==> src/rtl/rtoc_ctrl_pkg.sv <==
// rtoc_ctrl_pkg: shared state type and word layout for the RTOC write scheduler
package rtoc_ctrl_pkg;
  typedef enum logic [1:0] {STOPPED, RUNNING, FLUSHING} rtoc_state_t;
  localparam int RTOC_WORD_W = 128;
  localparam int RTOC_TS_MSB = 127;
  localparam int RTOC_TS_LSB = 64;
endpackage

==> src/rtl/rtoc_rr_arbiter.sv <==
// rtoc_rr_arbiter: combinational round-robin pick of the first set req at or above ptr, with wrap-around
module rtoc_rr_arbiter #(
  parameter int NUM_REQ = 4,
  localparam int IW = $clog2(NUM_REQ)
) (
  input  logic [NUM_REQ-1:0] req,
  input  logic [IW-1:0]      ptr,
  input  logic               en,
  output logic [NUM_REQ-1:0] grant,
  output logic [IW-1:0]      grant_idx,
  output logic               grant_valid
);
  always_comb begin
    grant_idx = '0;
    grant_valid = 1'b0;
    for (int k = NUM_REQ - 1; k >= 0; k--) begin
      if (en && req[(int'(ptr) + k) % NUM_REQ]) begin
        grant_idx = IW'((int'(ptr) + k) % NUM_REQ);
        grant_valid = 1'b1;
      end
    end
    grant = grant_valid ? NUM_REQ'(1) << grant_idx : '0;
  end
endmodule

==> src/rtl/rtoc_write_scheduler.sv <==
// rtoc_write_scheduler: round-robin FIFO write-port arbiter plus run/stop/flush sequencer for one RTOC core
module rtoc_write_scheduler
  import rtoc_ctrl_pkg::*;
#(
  parameter int NUM_REQ = 4,
  parameter int FLUSH_CYCLES = 4,
  localparam int IW = $clog2(NUM_REQ),
  localparam int CW = $clog2(FLUSH_CYCLES + 1)
) (
  input  logic                           clk,
  input  logic                           reset,
  input  logic [NUM_REQ-1:0]             req_valid,
  input  logic [RTOC_WORD_W*NUM_REQ-1:0] req_data,
  output logic [NUM_REQ-1:0]             req_ready,
  input  logic                           start_cmd,
  input  logic                           stop_cmd,
  input  logic                           flush_cmd,
  input  logic                           core_full,
  output logic                           core_write,
  output logic [RTOC_WORD_W-1:0]         core_din,
  output logic                           core_flush,
  output logic                           core_auto_start,
  output logic                           busy,
  output logic [IW-1:0]                  grant_id
);
  rtoc_state_t state, state_n;
  logic [CW-1:0] cnt, cnt_n;
  logic [IW-1:0] ptr, g;
  logic gv, eligible;
  assign eligible = state != FLUSHING && !flush_cmd && !core_full;
  assign busy = state == FLUSHING;
  rtoc_rr_arbiter #(.NUM_REQ(NUM_REQ)) u_arb (
    .req(req_valid),
    .ptr(ptr),
    .en(eligible),
    .grant(req_ready),
    .grant_idx(g),
    .grant_valid(gv)
  );
  always_comb begin
    state_n = flush_cmd ? FLUSHING
            : state == FLUSHING ? (cnt == '0 ? STOPPED : FLUSHING)
            : stop_cmd ? STOPPED
            : start_cmd ? RUNNING
            : state;
    cnt_n = flush_cmd ? CW'(FLUSH_CYCLES - 1) : state == FLUSHING ? cnt - 1'b1 : cnt;
  end
  always_ff @(posedge clk) begin
    if (reset) begin
      state <= STOPPED;
      cnt <= '0;
      ptr <= '0;
      core_write <= 1'b0;
      core_din <= '0;
      core_flush <= 1'b0;
      core_auto_start <= 1'b0;
      grant_id <= '0;
    end else begin
      state <= state_n;
      cnt <= cnt_n;
      core_flush <= state_n == FLUSHING;
      core_auto_start <= state_n == RUNNING;
      core_write <= gv;
      if (gv) begin
        ptr <= g == IW'(NUM_REQ - 1) ? '0 : g + 1'b1;
        core_din <= req_data[g*RTOC_WORD_W +: RTOC_WORD_W];
        grant_id <= g;
      end
    end
  end
endmodule
==> config.mk <==
export PLATFORM = sky130hd
export DESIGN_NAME = rtoc_write_scheduler
export DESIGN_NICKNAME = d
export VERILOG_FILES = /design/src/rtl/rtoc_ctrl_pkg.sv /design/src/rtl/rtoc_rr_arbiter.sv /design/src/rtl/rtoc_write_scheduler.sv
export SDC_FILE = /design/constraint.sdc
export NUM_CORES = 1
export LEC_CHECK = 0
export ABC_AREA = 1
export CAP_MARGIN = 25
export CORE_AREA = 5 5 254 256
export CTS_CLUSTER_SIZE = 40
export DETAILED_ROUTE_END_ITERATION = 12
export DIE_AREA = 0 0 259 261
export PLACE_DENSITY = 0.39
export SLEW_MARGIN = 20
export SYNTH_ARGS = -nofsm -noshare
export SYNTH_HDL_FRONTEND = slang
export SYNTH_HIERARCHICAL = 1
export SYNTH_SLANG_ARGS = --single-unit
==> constraint.sdc <==
create_clock -name clk -period 5 [get_ports clk]
set_input_delay 0.75 -clock clk [delete_from_list [all_inputs] [get_ports clk]]
set_output_delay 0.75 -clock clk [all_outputs]
set_load 0.05 [all_outputs]
==> summary.txt <==
CTS
  – Clock buffer depth: 2
  – # Post-CTS Setup Buffers: 0
  – Cts bufs inserted: 17
  – Clk sinks: 140
  – Clock root cell: clkbuf_16
  – Cts hold-fix bufs: 0
  – PostCTS Resize Cnt: 0
  – Max H-tree Level: 4
  – Worst-Skew Late Latency: 0.48 ns
  – TritonCTS clock tree: yes
  – Clock transition at the registers of the reported paths: roughly 0.06 ns

Flow run
  – Max-cap violations: 0

Min path
  – Min-delay worst type: reg -> reg
  – Worst hold start: grant_id[1]$_SDFFE_PP0P_
  – Hold Path Sink: grant_id[1]$_SDFFE_PP0P_
  – Hold path depth: 2

Placement
  – GPL Wtd Cong: 0.873
  – Port Buf Inserts: between 600 and 700
  – Final HPWL DP: roughly 42000 microns
  – Worst slack, placed: 1.11 ns
  – Placed insts: 2958

Setup path
  – CP Max Fanout: 10
  – Req. time, crit path: 4.25 ns
  – Worst setup path class: in -> out
  – Reg2Reg Depth: 18
  – Crit path DAT: 3.13 ns
  – Worst r2r src: state[0]$_SDFF_PP0_
  – R2R Setup Slk: between 2 and 2.5 ns
  – Worst Setup End Kind: primary output
  – R2R Path End: core_din[28]$_SDFFE_PP0P_
  – Crit start category: primary input

Routing
  – Via count: between 10k and 15k
  – Wire per inst: 18.3 microns
  – Final wirelength: 54800 microns
  – Antenna Nets Post-Route: 0
  – DRC viols: 0
  – First-pass detailed-route iteration total: 7
  – Post-DR vias/cell: 4.14
  – Initial DRC Count: between 500 and 600

Timing
  – Slew margin rel.: between 50% and 60%
  – Hold slack: between 0.4 and 0.5 ns
  – Final clock skew: approximately 0.015 ns
  – Final Hold Vio Count: 0
  – RSZ-0062 raised after global routing: false
  – Setup TNS Final: 0 ns
  – FMAX: 0.257 GHz
  – Setup WS post-layout: 1.12 ns
  – Post-route minimum period: 3.88 ns
  – Setup violators final: 0
  – Crit share post-route: 77.7%
  – Actual slew at the worst max-slew pin: approximately 0.73 ns
  – Pins over their slew limit: 0

Synth
  – Sequential share of the synthesized area: 30.2%
  – Synthesized area: 9290 sq um
  – Post-synthesis cell count: around 1.6k
  – Syn Area/Cell: a little under 6 sq um
  – Syn Nets: 2092
  – #FFs+latches synth: between 100 and 150
  – Yosys cell types: 27
  – Yosys warns: 6

Die
  – I/O pins: 660
  – Cell row count: between 90 and 100
  – Core area: 62300 sq um
  – Starting density of the core: 14.9%
  – Die area: 67600 sq um
  – Die H: roughly 260 microns
  – Die Width: 259 microns

Global route
  – Vias in the first global route: 12.2k
  – Global Route Usage Sum: 15.2%
  – Initial antenna violation count: 14
  – GRT overflow: 0
  – First-pass GRT wire length: 78400 microns
  – Largest net degree at the start of global routing: 134

Outcome
  – Status: finished clean

Finish
  – Fillers: 6947
  – Synthesis-to-finish area growth: 83.8%
  – Layout cells sized above 1: 4.01%
  – Sequential Area: 2800 sq um
  – Final nets: roughly 2.7k
  – Multi-input logic area: 5590 sq um
  – Non-filler cells, final: 2996

Power
  – Leakage power: 7.08 nW
  – Power Density: 540 nW/um^2
  – Worst vdd ir: 0.235 mV
## stage by stage
stage                     utilization [%]  power, mW  area, sq um
after floorplan                         -       5.78         9290
after global placement               26.4       7.87        16400
after detailed placement             26.4       7.88        16400
after CTS                            27.4       9.42        17100
after global routing                 27.4       9.93        17100
final                                27.4       9.21        17100
## power breakdown
part / switching, mW / internal, mW / total [mW]
clock: 0.562 / 0.897 / 1.46
combinational: 4.08 / 1.95 / 6.03
sequential: 0.208 / 1.52 / 1.72
## final cells by class
class                   instances  share of cell area (%)
inverters                      27                   0.755
clock buffers                  21                    2.64
multi-input cells            1268                    32.7
clock inverters                10                    1.11
diodes                          7                   0.103
repair buffers                677                    40.1
flip-flops and latches        140                    16.4
well taps                     846                    6.20
## registers in the layout, summed over array words and instances (netlist names)
name and count:
state 2, core_auto_start 1, cnt 3, ptr 2
core_din 128, grant_id 2, core_flush 1, core_write 1
## worst max-delay path, stage by stage
cell             delay (ns)
clkdlybuf4s50_1        0.43
inv_1                  0.12
nand2_1                0.11
nor2_1                 0.11
buf_4                  0.19
nand3_2                0.12
nor2_1                 0.12
nor2_1                 0.06
nand2_1                0.07
nand2_2                0.11
nor2_1                 0.13
clkdlybuf4s50_1        0.81
## cells in the final DEF (no fill, tap or decap)
cell type	instances
o21bai_1	1
nor3_1	1
inv_8	3
clkdlybuf4s50_1	656
clkbuf_8	1
clkinv_2	1
a21oi_2	10
o21ai_0	130
nand2_4	5
ha_1	3
nand2_2	10
nand3_2	1
inv_4	2
clkbuf_1	3
nor2_2	3
diode_2	7
a21oi_1	123
clkbuf_16	17
buf_12	9
nand3_1	269
inv_1	20
nand4_1	3
inv_2	2
nor2_4	1
inv_6	1
clkinvlp_4	1
nor2_1	23
nand2_1	685
buf_4	12
dfxtp_1	140
bufinv_16	5
clkinv_4	2
## cell families (layout without fill, tap and decap cells)
family | after synthesis | after routing | share of synthesized area [%]
flip-flops | 140 | 140 | 30.2
other | 0 | 7 | 0
AO/OA/AOI/OAI | 264 | 264 | 14.7
buffers and inverters | 159 | 735 | 9.75
AND/OR/NAND/NOR | 1001 | 1001 | 45.0
adder cells (fa/ha/maj) | 3 | 3 | 0.404
## worst max path at each step
stage	to	cells after the start	from
finish	req_ready[3]	12	flush_cmd
global placement	req_ready[3]	12	flush_cmd
floorplan	req_ready[1]	10	flush_cmd
CTS	req_ready[3]	12	flush_cmd
detailed placement	req_ready[3]	12	flush_cmd
global route	req_ready[3]	12	flush_cmd
## cells in the mapped netlist
cell	instances	area share [%]
buf_1	8	0.32
dfxtp_1	140	30
inv_2	4	0.16
clkbuf_8	1	0.15
buf_4	21	1.7
nor2_4	1	0.12
inv_8	1	0.12
nor2_1	23	0.93
a21oi_1	123	6.6
buf_6	19	2.3
nor2_2	3	0.20
a21oi_2	10	0.94
nor3_1	1	0.054
inv_4	1	0.067
nand2_4	4	0.49
nand2_1	686	28
clkbuf_1	29	1.2
clkbuf_2	1	0.054
nand2_2	10	0.67
nand3_1	269	14
ha_1	3	0.40
inv_1	21	0.85
nand3_2	1	0.11
o21ai_0	130	7.0
buf_2	53	2.9
nand4_1	3	0.20
o21bai_1	1	0.081
## layer usage
metal / vias to the layer above / track usage (%) / wire (microns)
met3: 55 / 6.48 / 5190
met1: 5583 / 17.6 / 21900
met5: - / 0 / 103
li1: 6257 / - / -
met2: 485 / 25.9 / 26600
met4: 14 / 4.34 / 1040
(Power assumes the default switching activity.)
==> variant, RTL diff (config.mk and constraints unchanged) <==
The package constant `RTOC_WORD_W` goes from 128 to 256.
--- a/src/rtl/rtoc_ctrl_pkg.sv
+++ b/src/rtl/rtoc_ctrl_pkg.sv
@@ -1,7 +1,7 @@
 // rtoc_ctrl_pkg: shared state type and word layout for the RTOC write scheduler
 package rtoc_ctrl_pkg;
   typedef enum logic [1:0] {STOPPED, RUNNING, FLUSHING} rtoc_state_t;
-  localparam int RTOC_WORD_W = 128;
+  localparam int RTOC_WORD_W = 256;
   localparam int RTOC_TS_MSB = 127;
   localparam int RTOC_TS_LSB = 64;
 endpackage
Interface: changed (resized core_din and req_data); port bits go from 660 to 1300. No check against the original RTL was run, so the function may have changed too.
==> variant against the original RTL <==
- the flow now stops in 3_2_place_iop
- area after synthesis up 88%
==> variant: results (changes against the original RTL) <==
Yosys
  • Post-Syn Instances: 2971 (was 1567)
  • Synth Cell Area: 17470 sq um (was 9286 sq um)
  • Async S/R FF share, synth: 0 (unchanged)
  • Seq cells post-synth: 268 (was 140)
  • Post-synthesis sequential area ratio: 0.3071 (was 0.3018)
  • Synth Warn #: 6 (unchanged)
  • Most instantiated cells after synthesis: nand2_1, nand3_1, dfxtp_1 (unchanged)
  • Synth Net Count: 4008 (was 2092)
  • Post-synth cell types: 27 (unchanged)
  • Top FF cell, synth: dfxtp_1 (unchanged)
  • Top post-synthesis cells by area: dfxtp_1, nand2_1, nand3_1 (unchanged)

Run status
  • Exit stage: 3_2_place_iop
  • Tool Error: [ERROR PPL-0024] Number of IO pins (1300) exceeds maximum number of available positions (936). Increase the die perimeter from 1040.00um to 1768.00um.
  • Outcome: stopped before the end (was complete, no violations)
[variant: cell families after synthesis]
| family | Yosys count | share of synthesized area |
|---|---|---|
| simple gates | 1893 | 0.4493 |
| compound gates | 522 | 0.1497 |
| buf+inv | 285 | 0.09168 |
| flops | 268 | 0.3071 |
| fa+ha+maj | 3 | 0.002149 |
